==> config.mk <==
export PLATFORM = sky130hd
export DESIGN_NAME = usb_rx_pkt_flat
export DESIGN_NICKNAME = d
export VERILOG_FILES = /design/src/rtl/usb_rx_pkt_pkg.sv /design/src/rtl/usb_rx_pkt_if.sv /design/src/rtl/usb_rx_pkt_crc5.sv /design/src/rtl/usb_rx_pkt.sv /design/src/flat_wrapper.sv
export SDC_FILE = /design/constraint.sdc
export NUM_CORES = 1
export LEC_CHECK = 0
export CAP_MARGIN = 20
export CELL_PAD_IN_SITES_DETAIL_PLACEMENT = 1
export CELL_PAD_IN_SITES_GLOBAL_PLACEMENT = 1
export CORE_UTILIZATION = 41
export DETAILED_ROUTE_END_ITERATION = 8
export GPL_TIMING_DRIVEN = 0
export PLACE_DENSITY_LB_ADDON = 0.1
export SYNTH_ARGS = -nofsm -noshare
export SYNTH_HDL_FRONTEND = slang
export SYNTH_SLANG_ARGS = --single-unit
==> constraint.sdc <==
create_clock -name clk -period 2.6 [get_ports clk]
set_input_delay 0.26 -clock clk [delete_from_list [all_inputs] [get_ports clk]]
set_output_delay 0.26 -clock clk [all_outputs]
set_load 0.02 [all_outputs]
==> src/rtl/usb_rx_pkt_pkg.sv <==
// usb_rx_pkt_pkg
//   Shared definitions for the USB receive packet parser: FSM state type,
//   PID class type, PID codes, CRC5 residue constant and the PID class decode.
package usb_rx_pkt_pkg;

    localparam int unsigned MAX_LEN_DEF = 64;
    localparam int unsigned LEN_W_DEF   = 7;

    typedef enum logic [1:0] {
        ST_IDLE,
        ST_PID,
        ST_BODY,
        ST_DONE
    } state_e;

    typedef enum logic [1:0] {
        CLS_HS,
        CLS_DATA,
        CLS_TOKEN,
        CLS_OTHER
    } pid_class_e;

    localparam logic [3:0] PID_OUT   = 4'h1;
    localparam logic [3:0] PID_IN    = 4'h9;
    localparam logic [3:0] PID_SOF   = 4'h5;
    localparam logic [3:0] PID_SETUP = 4'hD;
    localparam logic [3:0] PID_DATA0 = 4'h3;
    localparam logic [3:0] PID_DATA1 = 4'hB;
    localparam logic [3:0] PID_DATA2 = 4'h7;
    localparam logic [3:0] PID_MDATA = 4'hF;
    localparam logic [3:0] PID_ACK   = 4'h2;
    localparam logic [3:0] PID_NAK   = 4'hA;
    localparam logic [3:0] PID_STALL = 4'hE;
    localparam logic [3:0] PID_NYET  = 4'h6;
    localparam logic [3:0] PID_PRE   = 4'hC;
    localparam logic [3:0] PID_SPLIT = 4'h8;
    localparam logic [3:0] PID_PING  = 4'h4;

    // Remainder left in the CRC5 register after a correct token (data + CRC).
    localparam logic [4:0] CRC5_RESIDUE = 5'b01100;

    function automatic pid_class_e pid_class(input logic [3:0] pid);
        pid_class_e cls;
        case (pid)
            PID_ACK, PID_NAK, PID_STALL, PID_NYET:     cls = CLS_HS;
            PID_DATA0, PID_DATA1, PID_DATA2, PID_MDATA: cls = CLS_DATA;
            PID_OUT, PID_IN, PID_SETUP, PID_SOF:        cls = CLS_TOKEN;
            default:                                    cls = CLS_OTHER;
        endcase
        return cls;
    endfunction

endpackage

==> src/rtl/usb_rx_pkt_if.sv <==
// usb_rx_pkt_if
//   Bundles the byte stream from the bit-level receiver and the per-packet
//   status/payload outputs of the parser.
//   master : receiver side (drives rx_data/rx_valid/rx_active/crc16_valid)
//   slave  : parser side (drives data_out/data_we/pkt_*/busy, tok_* with
//            USB_RX_PKT_TOKEN_EN)
interface usb_rx_pkt_if #(
    parameter int unsigned LEN_W = 7
);
    logic [7:0]       rx_data;
    logic             rx_valid;
    logic             rx_active;
    logic             crc16_valid;
    logic [7:0]       data_out;
    logic             data_we;
    logic             pkt_done;
    logic [3:0]       pkt_pid;
    logic [LEN_W-1:0] pkt_len;
    logic             pkt_pid_err;
    logic             pkt_crc_err;
    logic             pkt_len_err;
    logic             busy;
`ifdef USB_RX_PKT_TOKEN_EN
    logic [6:0]       tok_addr;
    logic [3:0]       tok_endp;
    logic [10:0]      tok_frame;
`endif

    modport master (
        output rx_data, rx_valid, rx_active, crc16_valid,
        input  data_out, data_we, pkt_done, pkt_pid, pkt_len,
               pkt_pid_err, pkt_crc_err, pkt_len_err, busy
`ifdef USB_RX_PKT_TOKEN_EN
        , input tok_addr, tok_endp, tok_frame
`endif
    );

    modport slave (
        input  rx_data, rx_valid, rx_active, crc16_valid,
        output data_out, data_we, pkt_done, pkt_pid, pkt_len,
               pkt_pid_err, pkt_crc_err, pkt_len_err, busy
`ifdef USB_RX_PKT_TOKEN_EN
        , output tok_addr, tok_endp, tok_frame
`endif
    );

endinterface

==> src/rtl/usb_rx_pkt_crc5.sv <==
// usb_crc5
//   USB token CRC5 (x^5 + x^2 + 1), fed LSB-first one byte per enable.
//   Only built with USB_RX_PKT_TOKEN_EN.
//   clk, rst : clock, asynchronous active-high reset
//   init_i   : preset the register to all ones (start of a token)
//   en_i     : fold data_i into the CRC
//   data_i   : byte, bit 0 first
//   crc_o    : current register value (equals residue after a good token)
`ifdef USB_RX_PKT_TOKEN_EN
module usb_crc5 (
    input  logic       clk,
    input  logic       rst,
    input  logic       init_i,
    input  logic       en_i,
    input  logic [7:0] data_i,
    output logic [4:0] crc_o
);
    logic [4:0] crc_q;
    logic [4:0] crc_d;
    logic       fb;

    // Serial LFSR unrolled over the eight bits of the byte.
    always_comb begin
        crc_d = crc_q;
        fb    = 1'b0;
        for (int unsigned i = 0; i < 8; i++) begin
            fb    = data_i[i] ^ crc_d[4];
            crc_d = {crc_d[3:0], 1'b0} ^ (fb ? 5'b00101 : 5'b00000);
        end
    end

    always_ff @(posedge clk or posedge rst) begin
        if (rst) begin
            crc_q <= '1;
        end else if (init_i) begin
            crc_q <= '1;
        end else if (en_i) begin
            crc_q <= crc_d;
        end
    end

    assign crc_o = crc_q;
endmodule
`endif

==> src/rtl/usb_rx_pkt.sv <==
// usb_rx_pkt
//   Packet parser behind the USB bit-level receiver. Latches the PID, passes
//   data-packet payload through a 2-byte holdback so the CRC16 bytes never
//   reach data_out, and raises one pkt_done event with status per packet.
//   Optional macro USB_RX_PKT_TOKEN_EN adds token field decode and CRC5 check.
//   Ports:
//     clk, rst : clock, asynchronous active-high reset
//     bus      : usb_rx_pkt_if.slave (rx byte stream in, payload/status out)
module usb_rx_pkt
    import usb_rx_pkt_pkg::*;
#(
    parameter int unsigned MAX_LEN = MAX_LEN_DEF,
    parameter int unsigned LEN_W   = LEN_W_DEF
) (
    input  logic         clk,
    input  logic         rst,
    usb_rx_pkt_if.slave  bus
);
    state_e           state_q, state_d;
    logic             start_pend_q, start_pend_d;
    logic             rx_active_q;
    logic             rise;
    logic             start;

    logic [3:0]       pid_q;
    logic             pid_chk_err_q;
    pid_class_e       cls_q;
    logic [1:0]       body_cnt_q;     // saturates at 3
    logic [1:0]       hb_cnt_q;
    logic [7:0]       hb0_q, hb1_q;   // hb0 is the oldest held byte
    logic [7:0]       data_out_q;
    logic             data_we_q;
    logic [LEN_W-1:0] len_q;
    logic             ovf_q;
    logic             crc16_bad_q;
    logic             room;

    logic             done;
    logic             pid_err, crc_err, len_err;

    assign rise  = bus.rx_active & ~rx_active_q;
    assign start = (state_q == ST_IDLE) && (rise || start_pend_q);
    // Count the write still in flight so a back-to-back byte sees it.
    assign room  = (len_q + LEN_W'(data_we_q)) < LEN_W'(MAX_LEN);

    // State register
    always_ff @(posedge clk or posedge rst) begin
        if (rst) begin
            state_q      <= ST_IDLE;
            start_pend_q <= 1'b0;
        end else begin
            state_q      <= state_d;
            start_pend_q <= start_pend_d;
        end
    end

    // Next state
    always_comb begin
        state_d      = state_q;
        start_pend_d = start_pend_q;
        case (state_q)
            ST_IDLE: begin
                if (rise || start_pend_q) begin
                    state_d      = ST_PID;
                    start_pend_d = 1'b0;
                end
            end
            ST_PID: begin
                if (bus.rx_valid)        state_d = ST_BODY;
                else if (!bus.rx_active) state_d = ST_IDLE;
            end
            ST_BODY: begin
                if (!bus.rx_active) state_d = ST_DONE;
            end
            ST_DONE: begin
                state_d = ST_IDLE;
                // A new packet starting during DONE is remembered for IDLE.
                if (rise) start_pend_d = 1'b1;
            end
            default: state_d = ST_IDLE;
        endcase
    end

    // Datapath
    always_ff @(posedge clk or posedge rst) begin
        if (rst) begin
            rx_active_q   <= 1'b0;
            pid_q         <= '0;
            pid_chk_err_q <= 1'b0;
            cls_q         <= CLS_HS;
            body_cnt_q    <= '0;
            hb_cnt_q      <= '0;
            hb0_q         <= '0;
            hb1_q         <= '0;
            data_out_q    <= '0;
            data_we_q     <= 1'b0;
            len_q         <= '0;
            ovf_q         <= 1'b0;
            crc16_bad_q   <= 1'b0;
        end else begin
            rx_active_q <= bus.rx_active;
            data_we_q   <= 1'b0;
            if (data_we_q) len_q <= len_q + LEN_W'(1);
            case (state_q)
                ST_IDLE: begin
                    if (start) begin
                        body_cnt_q  <= '0;
                        hb_cnt_q    <= '0;
                        len_q       <= '0;
                        ovf_q       <= 1'b0;
                        crc16_bad_q <= 1'b0;
                    end
                end
                ST_PID: begin
                    if (bus.rx_valid) begin
                        pid_q         <= bus.rx_data[3:0];
                        pid_chk_err_q <= bus.rx_data[3:0] != ~bus.rx_data[7:4];
                        cls_q         <= pid_class(bus.rx_data[3:0]);
                    end
                end
                ST_BODY: begin
                    if (bus.rx_valid) begin
                        if (body_cnt_q != 2'd3) body_cnt_q <= body_cnt_q + 2'd1;
                        if (cls_q == CLS_DATA) begin
                            if (hb_cnt_q == 2'd2) begin
                                hb0_q <= hb1_q;
                                hb1_q <= bus.rx_data;
                                if (room) begin
                                    data_out_q <= hb0_q;
                                    data_we_q  <= 1'b1;
                                end else begin
                                    ovf_q <= 1'b1;
                                end
                            end else begin
                                if (hb_cnt_q == 2'd0) hb0_q <= bus.rx_data;
                                else                  hb1_q <= bus.rx_data;
                                hb_cnt_q <= hb_cnt_q + 2'd1;
                            end
                        end
                    end
                    if (!bus.rx_active) crc16_bad_q <= !bus.crc16_valid;
                end
                default: ;
            endcase
        end
    end

`ifdef USB_RX_PKT_TOKEN_EN
    logic [7:0]  tb0_q, tb1_q;
    logic [6:0]  tok_addr_q;
    logic [3:0]  tok_endp_q;
    logic [10:0] tok_frame_q;
    logic [4:0]  crc5;
    logic        crc5_init, crc5_en;

    assign crc5_init = (state_q == ST_PID) && bus.rx_valid;
    assign crc5_en   = (state_q == ST_BODY) && bus.rx_valid && (cls_q == CLS_TOKEN);

    usb_crc5 u_crc5 (
        .clk    (clk),
        .rst    (rst),
        .init_i (crc5_init),
        .en_i   (crc5_en),
        .data_i (bus.rx_data),
        .crc_o  (crc5)
    );

    always_ff @(posedge clk or posedge rst) begin
        if (rst) begin
            tb0_q       <= '0;
            tb1_q       <= '0;
            tok_addr_q  <= '0;
            tok_endp_q  <= '0;
            tok_frame_q <= '0;
        end else begin
            if (crc5_en && body_cnt_q == 2'd0) tb0_q <= bus.rx_data;
            if (crc5_en && body_cnt_q == 2'd1) tb1_q <= bus.rx_data;
            if (state_q == ST_DONE && cls_q == CLS_TOKEN) begin
                tok_addr_q  <= tb0_q[6:0];
                tok_endp_q  <= {tb1_q[2:0], tb0_q[7]};
                tok_frame_q <= {tb1_q[2:0], tb0_q};
            end
        end
    end

    assign bus.tok_addr  = tok_addr_q;
    assign bus.tok_endp  = tok_endp_q;
    assign bus.tok_frame = tok_frame_q;
`endif

    // Outputs / status
    always_comb begin
        done    = (state_q == ST_DONE);
        pid_err = pid_chk_err_q;
        crc_err = 1'b0;
        len_err = 1'b0;
        case (cls_q)
            CLS_HS: len_err = (body_cnt_q != 2'd0);
            CLS_DATA: begin
                len_err = (body_cnt_q < 2'd2) || ovf_q;
                crc_err = crc16_bad_q;
            end
            CLS_TOKEN: begin
`ifdef USB_RX_PKT_TOKEN_EN
                len_err = (body_cnt_q != 2'd2);
                crc_err = (crc5 != CRC5_RESIDUE);
`else
                pid_err = 1'b1;
`endif
            end
            default: pid_err = 1'b1;
        endcase
    end

    assign bus.data_out    = data_out_q;
    assign bus.data_we     = data_we_q;
    assign bus.pkt_done    = done;
    assign bus.pkt_pid     = done ? pid_q : '0;
    assign bus.pkt_len     = done ? len_q : '0;
    assign bus.pkt_pid_err = done & pid_err;
    assign bus.pkt_crc_err = done & crc_err;
    assign bus.pkt_len_err = done & len_err;
    assign bus.busy        = (state_q != ST_IDLE);

endmodule

==> src/flat_wrapper.sv <==
// flat-port wrapper written by rule: the top's interface ports become plain ports
module usb_rx_pkt_flat import usb_rx_pkt_pkg::*;
#(
    parameter int unsigned MAX_LEN = MAX_LEN_DEF,
    parameter int unsigned LEN_W   = LEN_W_DEF
)
  (clk, rst, bus_rx_data, bus_rx_valid, bus_rx_active, bus_crc16_valid, bus_data_out, bus_data_we, bus_pkt_done, bus_pkt_pid, bus_pkt_len, bus_pkt_pid_err, bus_pkt_crc_err, bus_pkt_len_err, bus_busy);
  usb_rx_pkt_if #(.LEN_W(LEN_W)) bus_i ();
  input  logic clk;
  input  logic rst;
  input wire logic [$bits(bus_i.rx_data)-1:0] bus_rx_data;
  input wire logic [$bits(bus_i.rx_valid)-1:0] bus_rx_valid;
  input wire logic [$bits(bus_i.rx_active)-1:0] bus_rx_active;
  input wire logic [$bits(bus_i.crc16_valid)-1:0] bus_crc16_valid;
  output wire logic [$bits(bus_i.data_out)-1:0] bus_data_out;
  output wire logic [$bits(bus_i.data_we)-1:0] bus_data_we;
  output wire logic [$bits(bus_i.pkt_done)-1:0] bus_pkt_done;
  output wire logic [$bits(bus_i.pkt_pid)-1:0] bus_pkt_pid;
  output wire logic [$bits(bus_i.pkt_len)-1:0] bus_pkt_len;
  output wire logic [$bits(bus_i.pkt_pid_err)-1:0] bus_pkt_pid_err;
  output wire logic [$bits(bus_i.pkt_crc_err)-1:0] bus_pkt_crc_err;
  output wire logic [$bits(bus_i.pkt_len_err)-1:0] bus_pkt_len_err;
  output wire logic [$bits(bus_i.busy)-1:0] bus_busy;
  assign bus_i.rx_data = bus_rx_data;
  assign bus_i.rx_valid = bus_rx_valid;
  assign bus_i.rx_active = bus_rx_active;
  assign bus_i.crc16_valid = bus_crc16_valid;
  assign bus_data_out = bus_i.data_out;
  assign bus_data_we = bus_i.data_we;
  assign bus_pkt_done = bus_i.pkt_done;
  assign bus_pkt_pid = bus_i.pkt_pid;
  assign bus_pkt_len = bus_i.pkt_len;
  assign bus_pkt_pid_err = bus_i.pkt_pid_err;
  assign bus_pkt_crc_err = bus_i.pkt_crc_err;
  assign bus_pkt_len_err = bus_i.pkt_len_err;
  assign bus_busy = bus_i.busy;
  usb_rx_pkt #(.MAX_LEN(MAX_LEN), .LEN_W(LEN_W)) u_core (.clk(clk), .rst(rst), .bus(bus_i));
endmodule
==> results of run 1 <==
## critical path, cell delays in order (launching register included)
cell and delay [ns]:
dfrtp_1 0.35, clkbuf_1 0.31, clkbuf_1 0.39, and3_1 0.23, clkdlybuf4s50_1 0.60
## report_power, final
group          internal, uW  switching (uW)  total, uW
registers               937             122       1060
logic                   312             393        704
clock network           221             276        497
## area by class of cell
cell class                 count  area, sq um
tap                           70         87.6
fill                         567         2370
multi-input combinational    139         1010
inverter                       9         33.8
timing repair buffer          38          390
clock inverter                 2         17.5
sequential                    49         1230
buffer                         6         23.8
clock buffer                   6         82.6
## cells by family after synthesis
family                     count (synthesis)  synth area share, %
AOI/OAI and AO/OA                         34                 9.87
xor gates and xnor gates                  10                 3.82
buffers and inverters                     15                 2.51
and+or+nand+nor                           66                 15.8
muxes                                     22                 10.7
adders and majority gates                  7                 3.82
DFF                                       49                 53.5
## registers in the layout, indices dropped and copies added, names as in the netlist, 2 cells and up, named ones only
| register | count |
|---|---|
| u_core.len_q | 7 |
| u_core.hb0_q | 8 |
| u_core.body_cnt_q | 2 |
| u_core.hb1_q | 8 |
| u_core.hb_cnt_q | 2 |
| u_core.bus.data_out | 8 |
| u_core.cls_q | 2 |
| u_core.pid_q | 4 |
## per-layer routing
| metal | track usage [%] | up-vias | share of wire [%] |
|---|---|---|---|
| met3 | 2.86 | 7 | 2.1 |
| li1 | - | 798 | - |
| met4 | 7.50 | 0 | 1.7 |
| met2 | 35.1 | 22 | 52 |
| met5 | 0 | - | 0 |
| met1 | 25.6 | 840 | 45 |
## cells in the mapped netlist
cell | number | share of area [%]
a21oi_1 | 1 | 0.22
a22o_1 | 1 | 0.38
a22oi_1 | 3 | 0.98
a31oi_1 | 4 | 1.1
and2_1 | 5 | 1.4
and3_1 | 11 | 3.0
buf_2 | 1 | 0.22
clkbuf_1 | 5 | 0.82
dfrtp_1 | 49 | 53
ha_1 | 7 | 3.8
inv_1 | 9 | 1.5
mux2_2 | 20 | 9.8
mux2i_1 | 2 | 0.87
nand2_1 | 13 | 2.1
nand2b_1 | 1 | 0.27
nand3_1 | 4 | 0.87
nand4_1 | 3 | 0.82
nor2_1 | 14 | 2.3
nor2_4 | 1 | 0.49
nor2b_1 | 2 | 0.55
nor3_1 | 3 | 0.65
nor3_4 | 1 | 0.71
nor3b_1 | 1 | 0.33
nor4_1 | 1 | 0.27
o21a_1 | 1 | 0.33
o21ai_0 | 11 | 2.4
o21ai_1 | 1 | 0.22
o21bai_1 | 1 | 0.33
o22a_1 | 1 | 0.38
o22ai_1 | 2 | 0.55
o2bb2ai_1 | 7 | 2.7
o31ai_1 | 1 | 0.33
or2_2 | 2 | 0.55
or3_1 | 2 | 0.55
or3_4 | 1 | 0.49
or3b_4 | 1 | 0.49
xnor2_1 | 6 | 2.3
xor2_1 | 4 | 1.5
## worst max path at each step
stage / depth (start not counted) / end / slack, ns / from
floorplan: 4 / u_core.bus.data_out[0]$_DFFE_PP0P_ / 0.70 / u_core.cls_q[1]$_DFFE_PP0P_
global placement: 2 / u_core.bus.data_we$_DFF_PP0_ / 0.17 / rst
detailed placement: 5 / u_core.bus.data_out[4]$_DFFE_PP0P_ / 0.35 / bus_rx_valid
CTS: 4 / bus_pkt_len[6] / 0.12 / u_core.state_q[0]$_DFFE_PP0P_
global route: 4 / bus_pkt_len[0] / 0.006 / u_core.state_q[0]$_DFFE_PP0P_
finish: 4 / bus_pkt_len[6] / 0.14 / u_core.state_q[0]$_DFFE_PP0P_
## through the flow
stage	instance area (sq um)	total power, uW	util [%]	hold slack, ns	setup WS [ns]
after floorplan	2290	1510	-	0.291	0.699
after global placement	2750	1750	52.5	0.463	0.173
after detailed placement	2770	1780	52.9	0.475	0.351
after CTS	2870	2280	54.8	0.321	0.125
after global routing	2870	2400	54.8	0.359	0.00600
final	2870	2260	54.8	0.303	0.145
==> reports/qor.yml, run 1 <==
status: "finished, final reports clean"
p_leak_uw: 0.00129
syn2layout_area_growth_pct: 25.2
reg2reg_from: "u_core.hb_cnt_q[0]$_DFFE_PP0P_"
regToRegSetupSlack_ns: 0.46
worstSetupPathType: "reg2out"
arrival_ns: 2.20
cts_num_sinks: 49
tightest_slew_ns: 0.551
gp_congestion: 0.732
grt-ovfl-total: 0
min_period_ns: 2.46
cts_root_buf: "clkbuf_8"
cts_tree: "built"
slew_headroom_pct: 63.1
drive_gt1_share_pct: 14.9
grt_pass1_vias: 1828
netlist-cell-type-count: 38
antenna_cells: 0
fp.dieW_microns: 76.8
post_cts_buffers: 0
ir_worst_vdd_uv: 320
finalCritPeriodShare_pct: 94.4
path_clk_slew_ns: 0.10
yosysWarnings: 0
syn_nets: 223
drtIter0Drc: 85
ys_ff_latch: 49
postRouteAntennaNets: 0
wl_mm: 5.25
synth_area_sq_mm: 0.00229
die_y_microns: 76.8
fin_skew_ns: 0.00609
tns_ns: 0
r2r_cells: 6
fmax_mhz: 407
drc: 0
vias: 1667
drv_slew: 0
clkLatencyLatePin_ns: 0.31
portBuffers: 37
vias_per_cell: 5.23
fp.dieArea_sq_mm: 0.00590
layout.nets: 268
dr.pass1.iters: 4
crit_required_ns: 2.34
rows: 26
yosysSeqAreaShare_pct: 53.5
finalHoldViolations: 0
antenna_found_initial: 0
grt_pass1_wl_mm: 9.29
clockBufferDepth: 2
crit_path_max_fanout: 10
numCtsBuffers: 5
track_usage_pct: 20.3
syn_area_per_cell_sq_um: 11.3
holdBufCountCts: 0
final_common_cell: "dfrtp_1"
final_cell_mix: "dfrtp_1, clkdlybuf4s50_1, mux2_2, nor2_1, nand2_1"
finalSetupViolations: 0
ctsResizeCount: 0
core_area_sq_mm: 0.00524
wire_per_inst_microns: 16.4
ioPinCount: 38
worst_setup_path_start_kind: "flop"
stdcell_count: 319
power_density_mw_per_mm2: 787
place_inst: 311
start_util_pct: 43.8
drv_cap: 0
grt_max_degree: 28
synthCells: 203
dp_hpwl_mm: 3.83
endpoint_kind: "primary output"
rr_endpoint: "u_core.bus.data_out[6]$_DFFE_PP0P_"
hold_class: "in2async"
rsz0062_at_grt: "false"
h-tree-depth: 2
Note: power is estimated with default switching activity, not from simulation.
==> run 2, diff against run 1 <==
==> constraint.sdc (replaced) <==
create_clock -name clk -period 2.6 [get_ports clk]
set_input_delay 0.26 -clock clk [delete_from_list [all_inputs] [get_ports clk]]
set_output_delay 0.26 -clock clk [all_outputs]
set_load 0.005 [all_outputs]
==> results of run 2 <==
Same layout as run 1 (identical final DEF). Status: finished, final reports clean.
Among the figures that moved: setup slack after layout 0.145 ns -> 0.248 ns; total power 2260 uW -> 2220 uW; worst IR drop on VDD 320 uV -> 316 uV
==> run 3, diff against run 2 <==
--- a/config.mk
+++ b/config.mk
@@ -5,7 +5,6 @@
 export SDC_FILE = /design/constraint.sdc
 export NUM_CORES = 1
 export LEC_CHECK = 0
-export CAP_MARGIN = 20
 export CELL_PAD_IN_SITES_DETAIL_PLACEMENT = 1
 export CELL_PAD_IN_SITES_GLOBAL_PLACEMENT = 1
 export CORE_UTILIZATION = 41
==> results of run 3 <==
Same layout as run 1 (identical final DEF). Status: finished, final reports clean.
Among the figures that moved: setup slack after layout 0.145 ns -> 0.248 ns; total power 2260 uW -> 2220 uW; worst IR drop on VDD 320 uV -> 316 uV
